[src/rtl/demux_dest_n.sv]
// demux_dest_n: routes each input word by its top DEST_BITS into one of NUM_DEST FIFOs.
// Latency: 1 cycle from accept to valid_out/data_out, no bypass into an empty FIFO.
// Backpressure: ready_out drops only while the addressed FIFO is full; pause flags at AFULL.
// Optional: define DEMUX_DEST_DROP_COUNT_EN to add a saturating drop_cnt port.
module demux_dest_n #(
  parameter int BITNUMBER = 5,
  parameter int NUM_DEST  = 4,
  parameter int DEST_BITS = 2,
  parameter int PTR_BITS  = 2,
  parameter int AFULL     = 3
) (
  input  logic                          clk,
  input  logic                          reset,
  input  logic                          valid_in,
  input  logic [BITNUMBER-1:0]          data_in,
  output logic                          ready_out,
  output logic [NUM_DEST-1:0]           valid_out,
  output logic [NUM_DEST*BITNUMBER-1:0] data_out,
  input  logic [NUM_DEST-1:0]           ready_in,
  output logic [NUM_DEST-1:0]           pause
`ifdef DEMUX_DEST_DROP_COUNT_EN
  ,
  output logic [7:0]                    drop_cnt
`endif
);

  localparam int DEPTH = 2 ** PTR_BITS;
  localparam logic [PTR_BITS:0]  DEPTH_C    = (PTR_BITS+1)'(DEPTH);
  localparam logic [PTR_BITS:0]  AFULL_C    = (PTR_BITS+1)'(AFULL);
  localparam logic [DEST_BITS:0] NUM_DEST_C = (DEST_BITS+1)'(NUM_DEST);

  logic [DEST_BITS-1:0] dest;
  logic                 dest_ok;
  logic                 accept;

  logic [NUM_DEST-1:0]  full;
  logic [NUM_DEST-1:0]  sel;
  logic [NUM_DEST-1:0]  push;
  logic [NUM_DEST-1:0]  pop;

  logic [PTR_BITS-1:0]  wr_ptr     [NUM_DEST];
  logic [PTR_BITS-1:0]  rd_ptr     [NUM_DEST];
  logic [PTR_BITS-1:0]  wr_ptr_nxt [NUM_DEST];
  logic [PTR_BITS-1:0]  rd_ptr_nxt [NUM_DEST];
  logic [PTR_BITS:0]    count      [NUM_DEST];
  logic [PTR_BITS:0]    count_nxt  [NUM_DEST];

  logic [BITNUMBER-1:0] mem      [NUM_DEST][DEPTH];
  logic [BITNUMBER-1:0] head_q   [NUM_DEST];
  logic [BITNUMBER-1:0] head_nxt [NUM_DEST];

  assign dest    = data_in[BITNUMBER-1 -: DEST_BITS];
  assign dest_ok = ({1'b0, dest} < NUM_DEST_C);

  // Decode destination, derive handshake, and compute post-edge FIFO state
  always_comb begin
    full      = '0;
    sel       = '0;
    valid_out = '0;
    for (int i = 0; i < NUM_DEST; i++) begin
      full[i]      = (count[i] == DEPTH_C);
      sel[i]       = (dest == DEST_BITS'(i));
      valid_out[i] = (count[i] != '0);
    end
    // Invalid destinations are always accepted so they can be discarded
    ready_out = !(valid_in && dest_ok && |(sel & full));
    accept    = valid_in && ready_out;
    push      = {NUM_DEST{accept && dest_ok}} & sel;
    pop       = valid_out & ready_in;
    for (int i = 0; i < NUM_DEST; i++) begin
      wr_ptr_nxt[i] = push[i] ? wr_ptr[i] + 1'b1 : wr_ptr[i];
      rd_ptr_nxt[i] = pop[i]  ? rd_ptr[i] + 1'b1 : rd_ptr[i];
      case ({push[i], pop[i]})
        2'b10:   count_nxt[i] = count[i] + 1'b1;
        2'b01:   count_nxt[i] = count[i] - 1'b1;
        default: count_nxt[i] = count[i];
      endcase
      // The incoming word becomes the new head when it lands on the next read slot
      if (count_nxt[i] == '0)
        head_nxt[i] = '0;
      else if (push[i] && (wr_ptr[i] == rd_ptr_nxt[i]))
        head_nxt[i] = data_in;
      else
        head_nxt[i] = mem[i][rd_ptr_nxt[i]];
    end
  end

  // Pointer, occupancy, registered head and pause state
  always_ff @(posedge clk) begin
    if (reset) begin
      for (int i = 0; i < NUM_DEST; i++) begin
        wr_ptr[i] <= '0;
        rd_ptr[i] <= '0;
        count[i]  <= '0;
        head_q[i] <= '0;
      end
      pause <= '0;
    end else begin
      for (int i = 0; i < NUM_DEST; i++) begin
        wr_ptr[i] <= wr_ptr_nxt[i];
        rd_ptr[i] <= rd_ptr_nxt[i];
        count[i]  <= count_nxt[i];
        head_q[i] <= head_nxt[i];
        pause[i]  <= (count_nxt[i] >= AFULL_C);
      end
    end
  end

  // Storage array; writes suppressed on the reset edge
  always_ff @(posedge clk) begin
    for (int i = 0; i < NUM_DEST; i++) begin
      if (push[i] && !reset)
        mem[i][wr_ptr[i]] <= data_in;
    end
  end

  // Pack per-destination heads onto the flat output bus
  always_comb begin
    data_out = '0;
    for (int i = 0; i < NUM_DEST; i++)
      data_out[i*BITNUMBER +: BITNUMBER] = head_q[i];
  end

`ifdef DEMUX_DEST_DROP_COUNT_EN
  // Saturating count of accepted words whose destination does not exist
  always_ff @(posedge clk) begin
    if (reset)
      drop_cnt <= '0;
    else if (accept && !dest_ok && (drop_cnt != 8'hFF))
      drop_cnt <= drop_cnt + 8'd1;
  end
`endif

endmodule

[config.mk]
export PLATFORM = sky130hd
export DESIGN_NAME = demux_dest_n
export DESIGN_NICKNAME = d
export VERILOG_FILES = /design/src/rtl/demux_dest_n.sv
export SDC_FILE = /design/constraint.sdc
export NUM_CORES = 1
export LEC_CHECK = 0
export CORE_ASPECT_RATIO = 1.4
export CORE_UTILIZATION = 45
export CTS_CLUSTER_DIAMETER = 40
export DETAILED_ROUTE_END_ITERATION = 6
export PLACE_DENSITY_LB_ADDON = 0.05
export SYNTH_ARGS = -nofsm -noshare
export SYNTH_HDL_FRONTEND = slang
export SYNTH_SLANG_ARGS = --single-unit
[constraint.sdc]
create_clock -name clk -period 3.64 [get_ports clk]
set_input_delay 0.728 -clock clk [delete_from_list [all_inputs] [get_ports clk]]
set_output_delay 0.728 -clock clk [all_outputs]
set_load 0.02 [all_outputs]
# [Word level (Yosys, flattened, before mapping)]
# Memories as Yosys holds them, arrays and structs flattened.
# Cells that the tools add are included.
[op_classes] n_addsub=16 magnitude_cmp=16 eq_ne=19 muxes=76 n_bitwise=27 reduce_logical=29
[op_table] cell="$mux W20" n=10
[op_table] cell="$mux W5" n=24
[op_table] cell="$reduce_or A20 Y1" n=3
[op_table] cell="$bmux W5 S2" n=4
[op_table] cell="$demux W5 S2" n=4
[op_table] cell="$mux W2" n=19
[op_table] cell="$ge A3 B3 Y1 const B" n=8
[op_table] cell="$not A2 Y3" n=8
[op_table] cell="$pmux W3 S2" n=4
[op_table] cell="$add A2 B1 Y2 const B" n=8
[op_table] cell="$or A1 B1 Y1" n=16
[op_table] cell="$logic_and A1 B1 Y1" n=14
[op_table] cell="$add A3 B1 Y3 const B" n=4
[op_table] cell="$and A4 B4 Y4" n=3
[op_table] cell="$eq A2 B2 Y1 const B" n=6
[op_table] cell="$eq A3 B3 Y1 const B" n=4
[op_table] cell="$ge A3 B2 Y1 const B" n=4
[op_table] cell="$logic_not A3 Y1" n=4
[op_table] cell="$lt A3 B1 Y1 const B" n=4
[op_table] cell="$mux W3" n=4
[op_table] cell="$reduce_bool A3 Y1" n=4
[op_table] cell="$sub A3 B1 Y3 const B" n=4
[op_table] cell="$eq A2 B1 Y1 const B" n=5
[op_table] cell="$eq A2 B2 Y1" n=4
[op_table] cell="other kinds (4)" n=11
[word_totals] regBits=4 ramBits=128 output_inout_bits=29 elab_cells=189 mem_count=5
[memory_table] memory="mem" depth=4 word_bits=20 rd=4 rd_ports_with_merged_regs=0 write_ports=1 line_no="48" rtl="logic [BITNUMBER-1:0] mem [NUM_DEST][DEPTH];"
[memory_table] memory="head_q" depth=4 word_bits=5 rd=4 rd_ports_with_merged_regs=0 write_ports=4 line_no="49" rtl="logic [BITNUMBER-1:0] head_q [NUM_DEST];"
[memory_table] memory="count" depth=4 word_bits=3 rd=4 rd_ports_with_merged_regs=0 write_ports=4 line_no="45" rtl="logic [PTR_BITS:0] count [NUM_DEST];"
[memory_table] memory="rd_ptr" depth=4 word_bits=2 rd=4 rd_ports_with_merged_regs=0 write_ports=4 line_no="42" rtl="logic [PTR_BITS-1:0] rd_ptr [NUM_DEST];"
[memory_table] memory="wr_ptr" depth=4 word_bits=2 rd=4 rd_ports_with_merged_regs=0 write_ports=4 line_no="41" rtl="logic [PTR_BITS-1:0] wr_ptr [NUM_DEST];"

# [Depth between registers and ports, before layout]
# Gate-level depths: netlist of the first run.
# An unclocked memory read counts as a cell.
[depth] ltp_word=15 mapped_depth=10 depth_no_buf=10

# [Worst setup path after synthesis of the first run]
# Ideal clock, no wire load.
[synth_timing] path_kind="input to register" startpoint="input port data_in[3]" endpoint="memory head_q[0][3]" arrival_ps=2941 t_required_ps=3525 path_slack_ps=583 stages=9 path_cell_list="nand2b_1 > a211oi_1 > inv_1 > ha_1 > fa_1 > xnor2_1 > o21a_1 > o31a_1 > and3_1"
[synth_lines] item="start, declared" line_no="15" rtl="input logic [BITNUMBER-1:0] data_in,"
[synth_lines] item="end, declared" line_no="49"

# [Final worst setup path of the first run]
[layout_timing] startpoint="input port data_in[3]" endpoint="output port ready_out"
[layout_between] elab_chain_len=5 elab_cells_between_ends=8 classes_between="3 x eq/ne; 1 x bitwise; 4 x reduce/logical"
[layout_rtl] item="$eq A2 B1 Y1, or another cell as far along" line_no="62" rtl="sel[i] = (dest == DEST_BITS'(i));"
[layout_rtl] item="$and A4 B4 Y4 (*)" line_no="66" rtl="ready_out = !(valid_in && dest_ok && |(sel & full));"
[layout_rtl] item="$reduce_or A4 Y1 (*)" line_no="66"
[layout_rtl] item="$logic_and A1 B1 Y1 (*)" line_no="66"
[layout_rtl] item="$logic_not A1 Y1 (*)" line_no="66"
[layout_rtl] item="end, declared" line_no="16" rtl="output logic ready_out,"
# Every way passes the cells marked *; elsewhere a longest branch is shown, timed or not.

==> run summary, run 1 <==
Cell Pwr Density = 730 mW/mm²
Post-synth EDFFs = 80
Switching share of power = 32.8%
Final ANT Viol Nets = 0
Number of global-route vias before repair = 3,859
Layout Area Growth over Synthesis = 19.2%
Netlist cell types = 53
M3 GR Usage = 4.16%
NetSw = 1760 µW
Total clock sinks = 132
Die area = 0.0142 mm²
Most common cell after layout, fill and taps aside = edfxtp_1
Commonest cells after routing, fill and taps aside = edfxtp_1, dfxtp_1, mux2i_1
Slew margin rel. = 40.8%
WL per Instance = 17.1 µm
Post-route clock period utilization = 94.0%
Cts hold-fix bufs = 0
Post-layout util = 54.9%
Routability cong. = 0.777
Post-Synthesis Cell Area = 0.00617 mm²
Unrepaired setup endpoints after global routing = false
Setup TNS = 0 ns
Fin. max-slew vios = 0
Int Pwr = 3610 µW
Starting Density = 46.1%
Crit path DAT = 2.69 ns
Clock network power share = 29.5%
Post-DP HPWL = 8660 µm
Worst Tran Pin Value = 0.885 ns
Most used DFF post-synth = edfxtp_1
Fin crit period = 3.42 ns
Lkg Pwr = 0.00277 µW
Multi-input gate area = 0.00254 mm²
First-pass GRT wire length = 19,900 µm
# IOs = 41
Resized cells post-CTS = 0
Vias = 3,791
Worst setup SP type = input port
Port Buffers = 40
Drt pass-1 iters = 4
YS warnings = 0
Critical path type = in2out
Part of the power in combinational logic = 33.3%
Vert. Die Dim = 141 µm
GRT Overall Usage = 19.0%
Most Crowded Layer GR = met2
H-tree depth = 4
Total CTS buffers = 17
Status = finished, final reports clean
Skew-Pair Late Insertion Delay = 0.42 ns
Placed cell count = 686
Syn Nets = 510
Cells after Synth = 474
Max_cap viols = 0
Setup violators final = 0
Core box area = 0.0134 mm²
Sequential area share after synthesis = 55.8%
Setup repair bufs after CTS = 0
M2 GR Usage = 32.3%
Detailed-route DRC error count = 0
Ys async rst share = 0%
Post-Syn Area per Cell = 13.0 µm²
Synth Register Bits = 132
Fin nets = 559
Clock buffer depth = 2
Setup WS pre-CTS = 0.00731 ns
GRT Residual Overflow = 0
CTS tree = done
Antenna cells = 0
Post-DR vias/cell = 5.28
Largest net degree at the start of global routing = 35
Clock slew at reported path FFs = 0.06 ns
Achievable frequency = 0.292 GHz
Fin. Hold Viols = 0
Root buf cell = clkbuf_16
Initial DRC Count = 111
CP required = 2.91 ns
Register area = 0.00344 mm²
Post-Layout Cell Count = 718
Final Worst Setup Slack = 0.218 ns
CP Capture Type = primary output
Initial antenna violation count = 0
Num rows = 50
Skew final = 0.00747 ns
Die X = 101 µm
Drt total wl = 12,300 µm
Sequential share of power = 37.2%
Layout cell share with drive strength beyond 1 = 11.9%
Worst Path Max Fanout = 11
Min-Delay Path Class = reg2reg
Peak VDD IR = 0.316 mV
Fill count = 1,193
GR Layer Usage met1 = 22.7%
[Yosys cell counts (7+ instances only)]
| library cell | n | area, µm² |
|---|---|---|
| xnor3_1 | 8 | 180 |
| nand3_1 | 9 | 45.0 |
| mux2i_1 | 46 | 460 |
| o21ai_0 | 10 | 50.1 |
| and3_1 | 15 | 93.8 |
| nand2_1 | 10 | 37.5 |
| o311a_1 | 7 | 70.1 |
| nor3b_1 | 12 | 90.1 |
| a21oi_1 | 13 | 65.1 |
| nor2_1 | 40 | 150 |
| edfxtp_1 | 80 | 2400 |
| inv_1 | 20 | 75.1 |
| xnor2_1 | 14 | 123 |
| ha_1 | 20 | 250 |
| dfxtp_1 | 52 | 1040 |
| clkbuf_1 | 17 | 63.8 |
[power by group through the flow]
stage / combinational, µW / clock (µW) / sequential, µW
finish: 1790 / 1580 / 2000
global route: 1940 / 1680 / 2030
CTS: 1810 / 1620 / 2000
detailed placement: 1800 / 0 / 2030
global placement: 1770 / 0 / 2020
floorplan: 1210 / 0 / 2040
[metal layers]
layer	vias up	part of all wire, %
li1	1866	-
met1	1838	43
met2	67	52
met3	20	2.7
met4	0	2.3
met5	-	0
[final timing paths]
| kind | startpoint | end | slack [ns] | depth (start not counted) |
|---|---|---|---|---|
| worst min register to register | wr_ptr[2][1] | wr_ptr[2][1] | 0.56 | 2 |
| worst max-delay path | data_in[3] | ready_out | 0.22 | 7 |
| worst min-delay path | wr_ptr[2][1] | wr_ptr[2][1] | 0.56 | 2 |
| worst max register to register | count[2][0] | head_q[2][1] | 0.79 | 9 |
[layout make-up]
class                   count  area share, %
repair buffers             54           6.87
clock inverters            15           1.80
flip-flops and latches    132           46.8
inverters                  21           1.07
clock buffers              17           5.78
multi-input cells         297           34.6
well taps                 182           3.10
[critical path, cell delays in order]
cell and delay (ns):
clkdlybuf4s50_1 0.48, buf_4 0.22, nor4b_1 0.35, a311oi_1 0.09, a21oi_1 0.20, nand2_1 0.08, clkdlybuf4s50_1 0.54
[through the flow]
stage	hold slack [ns]	cell area [µm²]	power (µW)
global placement	0.554	6800	3800
CTS	0.569	7360	5420
global route	0.598	7360	5650
floorplan	0.482	6170	3250
detailed placement	0.555	6800	3830
finish	0.562	7360	5370
[sequential cells by signal (all words and copies together), names as in the netlist]
name,cells
pause,4
count,12
head_q,20
rd_ptr,8
mem,80
wr_ptr,8
[kinds of logic after synthesis]
kind of cell	share of synthesized area (%)
AND/OR/NAND/NOR	9.67
XOR/XNOR	6.36
AO/OA/AOI/OAI	9.97
flip-flops	55.8
multiplexers	9.83
buffers and inverters	3.04
adder cells (fa/ha/maj)	5.35
Power figures use the tool's default switching activity.
==> inputs of run 2 (changes only) <==
--- a/config.mk
+++ b/config.mk
@@ -6,7 +6,7 @@
 export NUM_CORES = 1
 export LEC_CHECK = 0
 export CORE_ASPECT_RATIO = 1.4
-export CORE_UTILIZATION = 45
+export CORE_UTILIZATION = 30
 export CTS_CLUSTER_DIAMETER = 40
 export DETAILED_ROUTE_END_ITERATION = 6
 export PLACE_DENSITY_LB_ADDON = 0.05
==> run 2 against run 1 <==
Effect of this change:
- core utilization down 18 points
- via count up 0.13%
- critical path depth unchanged
- flip-flop and latch count unchanged
- routed wire length up 15%
- register-to-register slack about the same
==> run summary, run 2 (synthesis results as in run 1) <==
Most common cell after layout, fill and taps aside = edfxtp_1
Die X = 123 µm (+22%)
Commonest cells after routing, fill and taps aside = edfxtp_1, dfxtp_1, mux2i_1
Placed cell count = 757 (+10%)
Worst Path Max Fanout = 7 (-4)
Fin. Hold Viols = 0 (unchanged)
Layout Area Growth over Synthesis = 20.7%
Number of global-route vias before repair = 3,854 (-0.13%)
Crit path DAT = 2.65 ns (-0.04 ns)
CP peak stage delay = 0.54 ns (about the same)
Skew final = 0.00690 ns (-0.000576 ns)
Vias = 3,796 (+0.13%)
Total clock sinks = 132 (unchanged)
Final ANT Viol Nets = 0 (unchanged)
Antenna cells = 0 (unchanged)
Initial DRC Count = 265 (+140%)
Resized cells post-CTS = 0 (unchanged)
Port Buffers = 40 (unchanged)
CTS tree = done
Clock buffer depth = 2 (unchanged)
Drt total wl = 14,000 µm (+15%)
Worst setup SP type = input port
Achievable frequency = 0.296 GHz (+1.3%)
Post-DP HPWL = 9730 µm (+12%)
Critical path type = in2out
Post-DR vias/cell = 4.81 (-8.9%)
Fin. max-slew vios = 0 (unchanged)
First-pass GRT wire length = 22,000 µm (+10%)
Largest net degree at the start of global routing = 35 (unchanged)
Fin nets = 560 (+0.18%)
# IOs = 41 (unchanged)
Routability cong. = 0.726 (-6.6%)
Peak VDD IR = 0.293 mV (-7.1%)
GRT Residual Overflow = 0 (unchanged)
Core box area = 0.0200 mm² (+49%)
Cts hold-fix bufs = 0 (unchanged)
Post-route clock period utilization = 92.8% (-1.2 points)
Status = finished, final reports clean
Num rows = 61 (+22%)
Skew-Pair Late Insertion Delay = 0.42 ns (about the same)
Min-Delay Path Class = reg2reg
Slew margin rel. = 32.3% (-8.5 points)
Unrepaired setup endpoints after global routing = false
GRT Overall Usage = 14.5% (-4.6 points)
Cell Pwr Density = 728 mW/mm² (-0.22%)
Drt pass-1 iters = 4 (unchanged)
Worst Tran Pin Value = 1.01 ns (+0.127 ns)
CP required = 2.91 ns (about the same)
Crit-path cells = clkdlybuf4s50_1, buf_4, nor4b_1, a311oi_1, a21oi_1, nand2_1, clkdlybuf4s50_1
H-tree depth = 4 (unchanged)
Clock slew at reported path FFs = 0.06 ns (about the same)
WL per Instance = 17.8 µm (+4.2%)
Total CTS buffers = 17 (unchanged)
Setup repair bufs after CTS = 0 (unchanged)
Fin crit period = 3.38 ns (-0.0448 ns)
Setup violators final = 0 (unchanged)
CP Capture Type = primary output
WP buf/inv = 3 (unchanged)
Cell family with most CP delay = buffers and inverters
Vert. Die Dim = 172 µm (+22%)
Lkg Pwr = 0.00279 µW (+0.47%)
Post-layout util = 37.3% (-18 points)
Layout cell share with drive strength beyond 1 = 12.1% (+0.16 points)
Setup TNS = 0 ns (unchanged)
Detailed-route DRC error count = 0 (unchanged)
Die area = 0.0212 mm² (+49%)
Max reg flops = 80 (unchanged)
Fill count = 1,940 (+63%)
Root buf cell = clkbuf_16
Starting Density = 30.9% (-15 points)
Max_cap viols = 0 (unchanged)
Post-Layout Cell Count = 789 (+9.9%)
Initial antenna violation count = 0 (unchanged)
Cell mode on critical path = clkdlybuf4s50_1
Slowest stage cell, crit path = clkdlybuf4s50_1
==> run 2: layout make-up <==
cell class              count  area, µm²  share of cell area, %
flip-flops and latches    132       3440                   46.2
inverters                  21       78.8                   1.06
repair buffers             55        513                   6.89
clock inverters            15        131                   1.76
clock buffers              17        425                   5.71
multi-input cells         297       2540                   34.1
well taps                 252        315                   4.23
==> run 2: final timing paths <==
| kind | to | cells past startpoint | slack [ns] | startpoint |
|---|---|---|---|---|
| setup / recovery | ready_out | 7 | 0.26 | data_in[3] |
| hold / removal | wr_ptr[3][1] | 2 | 0.54 | wr_ptr[3][1] |
| setup reg to reg | head_q[2][3] | 7 | 0.78 | count[2][0] |
| hold reg to reg | wr_ptr[3][1] | 2 | 0.54 | wr_ptr[3][1] |
==> run 2: worst reg2reg max path: stages (launching register included) <==
cell,delay [ns]
dfxtp_1,0.48
nor3b_1,0.15
or3b_1,0.45
ha_1,0.27
fa_1,0.58
nor3b_1,0.06
o31ai_1,0.53
o2111a_1,0.27
==> run 2: metal layers <==
metal | GRT usage (%) | part of all wire (%)
met5 | 0 | 0
met4 | 5.50 | 1.6
met3 | 3.02 | 2.1
met2 | 25.9 | 53
met1 | 16.6 | 43
==> run 2: power breakdown <==
part	internal, µW	total (µW)	switching (µW)
combinational	910	1810	898
clock	940	1620	679
sequential	1770	2000	232
total	3620	5430	1810
==> run 2: metrics by stage <==
step | hold WS (ns) | instance area, µm² | total power, µW | worst slack (ns)
floorplan | 0.482 | 6170 | 3250 | 0.583
global placement | 0.524 | 6890 | 3850 | 0.0506
detailed placement | 0.537 | 6890 | 3860 | 0.00277
CTS | 0.544 | 7450 | 5510 | 0.196
global route | 0.596 | 7450 | 5730 | 0.0866
finish | 0.545 | 7450 | 5430 | 0.262
==> inputs of run 3 (changes only) <==
--- a/config.mk
+++ b/config.mk
@@ -9,7 +9,7 @@
 export CORE_UTILIZATION = 30
 export CTS_CLUSTER_DIAMETER = 40
 export DETAILED_ROUTE_END_ITERATION = 6
-export PLACE_DENSITY_LB_ADDON = 0.05
+export PLACE_DENSITY = 0.55
 export SYNTH_ARGS = -nofsm -noshare
 export SYNTH_HDL_FRONTEND = slang
 export SYNTH_SLANG_ARGS = --single-unit
==> run 3 against run 2 <==
Effect of this change:
- setup slack got worse by 0.017 ns
- critical endpoint unchanged
- cell count shrank 0.25%
- non-clock buffer count shrank 2
- highest routed layer unchanged
- via count increased by 3.3%
- sequential power about the same
- critical path type unchanged
- clock power fell by 4%
- fmax decreased by 0.50%
- routed wire length is 3.9% lower
- global-route usage decreased by 0.76 points
- total power fell by 0.64%
- flip-flop and latch count unchanged
==> run summary, run 3 (synthesis results as in run 1) <==
GRT Overall Usage = 13.7% (-0.76 points)
Port Buffers = 40 (unchanged)
Fin. Hold Viols = 0 (unchanged)
Lkg Pwr = 0.00278 µW (-0.42%)
Worst setup SP type = input port
WL per Instance = 17.1 µm (-3.7%)
Part of the power in combinational logic = 33.6% (+0.3 points)
Int Pwr = 3620 µW (+0.18%)
Skew final = 0.00697 ns (+0.0000674 ns)
Min-Delay Path Class = reg2reg
Critical path type = in2out
Slowest stage cell, crit path = clkdlybuf4s50_1
Routability cong. = 0.739 (+1.8%)
Setup repair bufs after CTS = 0 (unchanged)
Worst Path Max Fanout = 19 (+12)
Vert. Die Dim = 172 µm (unchanged)
Initial DRC Count = 223 (-16%)
Starting Density = 30.9% (unchanged)
Antenna cells = 0 (unchanged)
Commonest cells after routing, fill and taps aside = edfxtp_1, dfxtp_1, mux2i_1
CP Capture Type = primary output
Detailed-route DRC error count = 0 (unchanged)
Final ANT Viol Nets = 0 (unchanged)
Fin crit period = 3.39 ns (+0.0171 ns)
Slew margin rel. = 37.7% (+5.4 points)
Switching share of power = 32.8% (-0.55 points)
CP peak stage delay = 0.53 ns (about the same)
Most common cell after layout, fill and taps aside = edfxtp_1
Skew-Pair Late Insertion Delay = 0.41 ns (about the same)
Cell mode on critical path = clkdlybuf4s50_1
Largest net degree at the start of global routing = 35 (unchanged)
Crit-path cells = clkdlybuf4s50_1, buf_4, nor4b_1, a311oi_1, a21oi_1, nand2_1, clkdlybuf4s50_1
Cts hold-fix bufs = 0 (unchanged)
Total clock sinks = 132 (unchanged)
Setup violators final = 0 (unchanged)
Root buf cell = clkbuf_16
Die area = 0.0212 mm² (unchanged)
Clock network power share = 29.0% (-0.8 points)
Max reg flops = 80 (unchanged)
Final hold slack = 0.550 ns (+0.00497 ns)
CTS tree = done
Drt total wl = 13,500 µm (-3.9%)
Resized cells post-CTS = 0 (unchanged)
Max_cap viols = 0 (unchanged)
Sequential share of power = 37.4% (+0.6 points)
Achievable frequency = 0.295 GHz (-0.50%)
Num rows = 61 (unchanged)
Total CTS buffers = 17 (unchanged)
Post-layout util = 37.2% (-0.10 points)
CP required = 2.91 ns (about the same)
Crit path DAT = 2.67 ns (+0.02 ns)
# IOs = 41 (unchanged)
GRT Residual Overflow = 0 (unchanged)
Vias = 3,922 (+3.3%)
Core box area = 0.0200 mm² (unchanged)
Peak VDD IR = 0.303 mV (+3.3%)
Placed cell count = 755 (-0.26%)
Fin. max-slew vios = 0 (unchanged)
Drt pass-1 iters = 6 (+2)
First-pass GRT wire length = 21,500 µm (-2.0%)
NetSw = 1770 µW (-2.3%)
Layout cell share with drive strength beyond 1 = 11.0% (-1.1 points)
Post-DR vias/cell = 4.98 (+3.6%)
Post-Layout Cell Count = 787 (-0.25%)
Worst Tran Pin Value = 0.931 ns (-0.0812 ns)
Unrepaired setup endpoints after global routing = false
Number of global-route vias before repair = 4,071 (+5.6%)
H-tree depth = 4 (unchanged)
Clock slew at reported path FFs = 0.05 ns (about the same)
Cell Pwr Density = 726 mW/mm² (-0.37%)
Clock buffer depth = 2 (unchanged)
Initial antenna violation count = 0 (unchanged)
Layout Area Growth over Synthesis = 20.3%
Status = finished, final reports clean
Post-DP HPWL = 9370 µm (-3.7%)
Post-route clock period utilization = 93.3% (+0.47 points)
Die X = 123 µm (unchanged)
Fin nets = 558 (-0.36%)
==> run 3: cell count changes in the layout (fill, tap and decap cells not counted), moves of 2 or more <==
| cell | previous run | this run |
|---|---|---|
| clkbuf_1 | 0 | 4 |
| buf_4 | 15 | 12 |
| inv_6 | 3 | 0 |
| clkinv_4 | 2 | 0 |
==> run 3: through the flow <==
stage          setup WS [ns]  power [µW]  setup TNS (ns)  cell area [µm²]
2_1_floorplan          0.583        3250               0             6170
3_3_place_gp          0.0112        3820               0             6890
3_5_place_dp         -0.0704        3860          -0.211             6890
4_1_cts                0.172        5440               0             7430
5_1_grt                0.110        5670               0             7430
6_report               0.245        5390               0             7430
==> run 3: cell type report <==
class | instances | area [µm²]
multi-input cells | 297 | 2540
fillers | 1907 | 12600
flip-flops and latches | 132 | 3440
well taps | 252 | 315
repair buffers | 53 | 510
clock buffers | 22 | 454
clock inverters | 10 | 85.1
inverters | 21 | 78.8
==> run 3: path summary, 6_finish.rpt <==
check | start | end | slack, ns | depth (start not counted)
max reg2reg | count[0][0] | head_q[0][2] | 0.70 | 10
min | wr_ptr[3][1] | wr_ptr[3][1] | 0.55 | 2
min reg2reg | wr_ptr[3][1] | wr_ptr[3][1] | 0.55 | 2
max | data_in[3] | ready_out | 0.25 | 7
==> run 3: power by group through the flow <==
stage / clock (µW) / combinational (µW) / sequential [µW]
floorplan: 0 / 1210 / 2040
global placement: 0 / 1780 / 2040
detailed placement: 0 / 1810 / 2050
CTS: 1590 / 1830 / 2020
global route: 1650 / 1970 / 2050
finish: 1560 / 1810 / 2020
==> run 3: per-layer routing <==
metal  GRT usage, %  vias up  wire, µm  share of wire, %
li1               -     1869         -                 -
met1           15.3     1939      5370                40
met2           24.7       92      7300                54
met3           2.69       22       541               4.0
met4           6.29        0       289               2.1
met5              0        -         0                 0
==> run 3: worst max-delay path: cells and delay by family <==
family / cells / cell delay [ns]
AND/OR/NAND/NOR: 2 / 0.40
buffers and inverters: 3 / 1.25
AO/OA/AOI/OAI: 2 / 0.28
